### src/rtl/if_stage_pkg.sv
// Shared MIPS fetch definitions: opcodes, NOP encoding, next-PC source selector
// and helpers for target alignment.
package if_stage_pkg;

  localparam logic [31:0] NOP_INSTR        = 32'h0000_0000;
  localparam logic [31:0] RESET_PC_DEFAULT = 32'h0000_0000;

  localparam logic [5:0] OP_RTYPE = 6'b000000;
  localparam logic [5:0] OP_J     = 6'b000010;
  localparam logic [5:0] OP_LW    = 6'b100011;
  localparam logic [5:0] OP_SW    = 6'b101011;
  localparam logic [5:0] OP_BEQ   = 6'b000100;

  // Source of the next PC, listed from highest to lowest priority after reset.
  typedef enum logic [1:0] {
    SEL_BRANCH = 2'd0,
    SEL_JUMP   = 2'd1,
    SEL_HOLD   = 2'd2,
    SEL_SEQ    = 2'd3
  } pc_sel_e;

  function automatic pc_sel_e pick_pc_source(input logic branch_taken,
                                             input logic jump,
                                             input logic stall);
    if (branch_taken)  return SEL_BRANCH;
    else if (jump)     return SEL_JUMP;
    else if (stall)    return SEL_HOLD;
    else               return SEL_SEQ;
  endfunction

  function automatic logic is_redirect(input pc_sel_e sel);
    return (sel == SEL_BRANCH) || (sel == SEL_JUMP);
  endfunction

  function automatic logic [31:0] word_align(input logic [31:0] addr);
    return addr & ~32'h0000_0003;
  endfunction

  // J-type target: upper nibble of the delay-slot PC+4, then index, then 00.
  function automatic logic [31:0] jump_addr(input logic [31:0] pc_plus4,
                                            input logic [25:0] index);
    return (pc_plus4 & 32'hF000_0000) | {4'h0, index, 2'b00};
  endfunction

endpackage

### src/rtl/if_stage_ifid_reg.sv
// IF/ID pipeline register: instruction word, its PC+4 and a valid bit,
// with reset > flush > load > hold priority.
module ifid_reg
  import if_stage_pkg::*;
#(
  parameter int PC_WIDTH = 32
) (
  input  logic                clk,
  input  logic                reset,
  input  logic                load,
  input  logic                flush,
  input  logic [31:0]         instr_in,
  input  logic [PC_WIDTH-1:0] pc_plus4_in,
  output logic [31:0]         instr_out,
  output logic [PC_WIDTH-1:0] pc_plus4_out,
  output logic                valid_out
);

  logic [31:0]         instr_q, instr_d;
  logic [PC_WIDTH-1:0] pc_plus4_q, pc_plus4_d;
  logic                valid_q, valid_d;

  always_comb begin
    instr_d    = instr_q;
    pc_plus4_d = pc_plus4_q;
    valid_d    = valid_q;
    if (flush) begin
      // A bubble is an all-zero word so the decoder sees sll $0,$0,0.
      instr_d    = NOP_INSTR;
      pc_plus4_d = '0;
      valid_d    = 1'b0;
    end else if (load) begin
      instr_d    = instr_in;
      pc_plus4_d = pc_plus4_in;
      valid_d    = 1'b1;
    end
  end

  always_ff @(posedge clk) begin
    if (reset) begin
      instr_q    <= NOP_INSTR;
      pc_plus4_q <= '0;
      valid_q    <= 1'b0;
    end else begin
      instr_q    <= instr_d;
      pc_plus4_q <= pc_plus4_d;
      valid_q    <= valid_d;
    end
  end

  assign instr_out    = instr_q;
  assign pc_plus4_out = pc_plus4_q;
  assign valid_out    = valid_q;

endmodule

### src/rtl/if_stage.sv
// Instruction-fetch stage: PC register, next-PC selection (branch/jump/stall/
// sequential), IF/ID register and a count of instructions accepted into IF/ID.
module if_stage
  import if_stage_pkg::*;
#(
  parameter int                  PC_WIDTH  = 32,
  parameter logic [PC_WIDTH-1:0] RESET_PC  = PC_WIDTH'(RESET_PC_DEFAULT),
  parameter int                  CNT_WIDTH = 32
) (
  input  logic                 clk,
  input  logic                 reset,
  input  logic                 stall,
  input  logic                 branchTaken,
  input  logic [PC_WIDTH-1:0]  branchTarget,
  input  logic                 jump,
  input  logic [25:0]          jumpIndex,
  input  logic [31:0]          imemData,
  output logic [PC_WIDTH-1:0]  imemAddr,
  output logic [PC_WIDTH-1:0]  pc,
  output logic [31:0]          ifidInstr,
  output logic [PC_WIDTH-1:0]  ifidPcPlus4,
  output logic                 ifidValid,
  output logic [5:0]           opCode,
  output logic [CNT_WIDTH-1:0] fetchCount
);

  logic [PC_WIDTH-1:0]  pc_q, pc_d;
  logic [CNT_WIDTH-1:0] count_q, count_d;
  logic [PC_WIDTH-1:0]  pc_plus4;
  logic [PC_WIDTH-1:0]  branch_target;
  logic [PC_WIDTH-1:0]  jump_target;
  pc_sel_e              pc_sel;
  logic                 ifid_load;
  logic                 ifid_flush;

  // Natural modulo wrap: 32'hFFFF_FFFC + 4 becomes 0.
  assign pc_plus4      = pc_q + PC_WIDTH'(4);
  assign branch_target = PC_WIDTH'(word_align(32'(branchTarget)));
  assign jump_target   = PC_WIDTH'(jump_addr(32'(ifidPcPlus4), jumpIndex));

  assign pc_sel     = pick_pc_source(branchTaken, jump, stall);
  assign ifid_flush = is_redirect(pc_sel);
  assign ifid_load  = (pc_sel == SEL_SEQ);

  always_comb begin
    pc_d    = pc_q;
    count_d = count_q;
    unique case (pc_sel)
      SEL_BRANCH: pc_d = branch_target;
      SEL_JUMP:   pc_d = jump_target;
      SEL_HOLD:   pc_d = pc_q;
      SEL_SEQ: begin
        pc_d    = pc_plus4;
        count_d = count_q + CNT_WIDTH'(1);
      end
      default:    pc_d = pc_q;
    endcase
  end

  always_ff @(posedge clk) begin
    if (reset) begin
      pc_q    <= RESET_PC;
      count_q <= '0;
    end else begin
      pc_q    <= pc_d;
      count_q <= count_d;
    end
  end

  ifid_reg #(
    .PC_WIDTH (PC_WIDTH)
  ) u_ifid_reg (
    .clk          (clk),
    .reset        (reset),
    .load         (ifid_load),
    .flush        (ifid_flush),
    .instr_in     (imemData),
    .pc_plus4_in  (pc_plus4),
    .instr_out    (ifidInstr),
    .pc_plus4_out (ifidPcPlus4),
    .valid_out    (ifidValid)
  );

  assign pc         = pc_q;
  assign imemAddr   = pc_q;
  assign opCode     = ifidInstr[31:26];
  assign fetchCount = count_q;

endmodule
### config.mk
export PLATFORM = sky130hd
export DESIGN_NAME = if_stage
export DESIGN_NICKNAME = d
export VERILOG_FILES = /design/src/rtl/if_stage_pkg.sv /design/src/rtl/if_stage_ifid_reg.sv /design/src/rtl/if_stage.sv
export SDC_FILE = /design/constraint.sdc
export NUM_CORES = 1
export LEC_CHECK = 0
export ABC_AREA = 0
export BUFFER_PORTS_ARGS = -buffer_cell sky130_fd_sc_hd__buf_2
export CORE_MARGIN = 2
export CORE_UTILIZATION = 48
export DETAILED_ROUTE_END_ITERATION = 10
export GPL_ROUTABILITY_DRIVEN = 1
export PLACE_DENSITY_LB_ADDON = 0.15
export SETUP_SLACK_MARGIN = 0.2
export SKIP_LAST_GASP = 1
export SLEW_MARGIN = 20
export SYNTH_ARGS = -nofsm -noshare
export SYNTH_HDL_FRONTEND = slang
export SYNTH_SLANG_ARGS = --single-unit
### constraint.sdc
create_clock -name clk -period 2.6 [get_ports clk]
set_clock_uncertainty 0.1 [all_clocks]
set_input_delay 0.65 -clock clk [delete_from_list [all_inputs] [get_ports clk]]
set_output_delay 0.65 -clock clk [all_outputs]
set_load 0.05 [all_outputs]
==> flow_metrics.tcl <==
set metrics [dict create \
    avgViaCountPerCell 5.410 \
    worstMarginPinSlew_ns 0.6371 \
    post_cts_buffers 0 \
    combPwrFrac 0.144 \
    relSlewSlack 0.5714 \
    cp-end-kind "flop" \
    status "finished, final reports clean" \
    cp.required_ns 2.81 \
    routed_wirelength_um 18330 \
    report.final.slew_viol_count 0 \
    finalCriticalPeriod_ns 2.201 \
    fin_hold_ws_ns 0.3571 \
    seqPwrFrac 0.383 \
    ir_drop_mv 0.4456 \
    gr-total-overflow 0 \
    drt-pass1-iter-count 6 \
    seq_area_frac_synth 0.4001 \
    grt_max_degree 94 \
    io_buffers 253 \
    cts_root_buffer "clkbuf_16" \
    ys_warn_count 0 \
    path_class "flop to flop" \
    clock_latency_ns 0.41 \
    fillCellCount 1121 \
    coreArea_um2 12670 \
    start_util 0.4936 \
    ant_nets 0 \
    insertedDiodeCount 0 \
    grt_pass1_wl_um 29170 \
    drc 0 \
    die-area_um2 13960 \
    drive_gt1_frac 0.3774 \
    fin_area_um2 8174 \
    antenna_found_initial 0 \
    synthFlopType "dfxtp_1" \
    multi_input_area_um2 3193 \
    rsz0062_at_grt "false" \
    p_int_mw 3.813 \
    setup_violations 0 \
    num_vias 6205 \
    num_rows 41 \
    arrival_ns 2.41 \
    fin_ws_ns 0.3992 \
    timing.fmax_ghz 0.4544 \
    async_reset_ff_frac 0 \
    synth_commonest_cells "125 x dfxtp_1, 83 x nor2_1, 71 x a21oi_1, 51 x nand2_1, 46 x clkbuf_1" \
    startpoint_type "flop" \
    holdBufCountCts 0 \
    post_dp_cell_area_um2 7545 \
    setup-tns-final_ns 0 \
    ys_top_cells_by_area "dfxtp_1 40%, o221a_2 5.9%, a21oi_1 5.7%" \
    syn_inst 747 \
    crit_fanout 11 \
    synth_cell_types 49 \
    synth-edff-count 0 \
    die_h_um 118.2 \
    numCtsBuffers 17 \
    clkPwrFrac 0.474 \
    cts_tree "yes" \
    hp-class "flop to flop" \
    grt_use_total 0.2591 \
    maxCapViolations 0 \
    wl_per_cell_um 15.98 \
    place_congestion 0.8097 \
    regArea_um2 2505 \
    p_leak_nw 3.733 \
    place_worst_setup_slack_ns 0.06246 \
    power.density_nw_per_um2 643.9 \
    dp_hpwl_um 12600 \
    nets 1059 \
    yosys.area.top_type "dfxtp_1" \
    grt_pass1_vias 5694 \
    syn_to_final_growth_pct 30.69 \
    ctsResizeCount 0 \
    yosysTopAreaCellShare 0.4001 \
    yosysMostFrequentCell "dfxtp_1" \
    finalHoldViolations 0 \
    fin_util 0.6451 \
    synth-seq-cells 125 \
    drt_iter0_markers 403 \
    avgSynthCellArea_um2 8.373 \
    cts_buffer_depth 2 \
    die_w_um 118.2 \
    p_switching_mw 1.450 \
    swShare 0.2755 \
    htreeDepth 4 \
    io_pins 262 \
    post-route-period-util 0.8465 \
    cts.sinks 125 \
    synth_area_um2 6255 \
    path_clk_slew_ns 0.05 \
]
[flip-flops by register name (all words and copies together), names as in the netlist]
register / count
u_ifid_reg.instr_out: 32
u_ifid_reg.pc_plus4_out: 30
fetchCount: 32
u_ifid_reg.valid_out: 1
imemAddr: 30
[per-stage QoR]
stage / power (mW) / std cells
finish: 5.263 / 1147
global route: 5.463 / 1147
CTS: 5.300 / 1147
detailed placement: 2.807 / 1115
global placement: 2.804 / 1115
floorplan: 2.613 / 752
[critical path: stages (launching register included)]
cell and delay [ns]:
dfxtp_1 0.34, and4_1 0.37, nand3_2 0.26, buf_4 0.25, nor4_1 0.29, o21ai_0 0.17, a211oi_1 0.31
[logic make-up (layout without fill, tap and decap cells)]
| logic type | count (synthesis) | in the layout | synth area share |
|---|---|---|---|
| AO/OA/AOI/OAI | 191 | 191 | 0.2060 |
| buffers and inverters | 110 | 333 | 0.09442 |
| multiplexers | 2 | 2 | 0.003201 |
| flip-flops | 125 | 125 | 0.4001 |
| adder cells (fa/ha/maj) | 2 | 2 | 0.004000 |
| XOR/XNOR | 49 | 49 | 0.06861 |
| other | 1 | 6 | 0.0005995 |
| AND/OR/NAND/NOR | 267 | 267 | 0.2230 |
[power by group through the flow]
stage / Clock, mW / Combinational [mW] / Sequential, mW
after floorplan: 0 / 0.417 / 2.20
after global placement: 0 / 0.752 / 2.05
after detailed placement: 0 / 0.754 / 2.05
after CTS: 2.53 / 0.757 / 2.01
after global routing: 2.63 / 0.810 / 2.02
final: 2.49 / 0.756 / 2.01
[final timing paths]
kind                                               endpoint  slack, ns                        start  cells after the start
worst max-delay path                           imemAddr[27]       0.40                 imemAddr[14]                      6
worst min-delay path            u_ifid_reg.pc_plus4_out[21]       0.36  u_ifid_reg.pc_plus4_out[21]                      2
worst max register to register                 imemAddr[27]       0.40                 imemAddr[14]                      6
worst min register to register  u_ifid_reg.pc_plus4_out[21]       0.36  u_ifid_reg.pc_plus4_out[21]                      2
[final cells by class]
| type | instances | share of cell area |
|---|---|---|
| clock buffer | 22 | 0.06046 |
| clock inverter | 10 | 0.01653 |
| inverter | 12 | 0.005510 |
| multi-input combinational | 517 | 0.3906 |
| sequential | 125 | 0.3064 |
| tap | 172 | 0.02633 |
| timing repair buffer | 289 | 0.1941 |
[per-layer routing]
layer	vias to the layer above	GRT usage	wire [um]
li1	3080	-	-
met1	2869	0.3265	8021
met2	233	0.4335	8905
met3	23	0.06129	1088
met4	0	0.08886	314
met5	-	0	0
[cells in the final DEF (no fill, tap or decap), types with 23 or more instances in the layout]
cell	netlist	layout
nand3_1	23	23
a21oi_1	71	71
nand2_1	51	51
dfxtp_1	125	123
nor2_1	83	83
o221a_2	33	33
o21ai_0	41	41
xnor2_1	29	29
buf_2	4	253
buf_4	42	32
No activity file was read; power rests on OpenSTA's default activity.
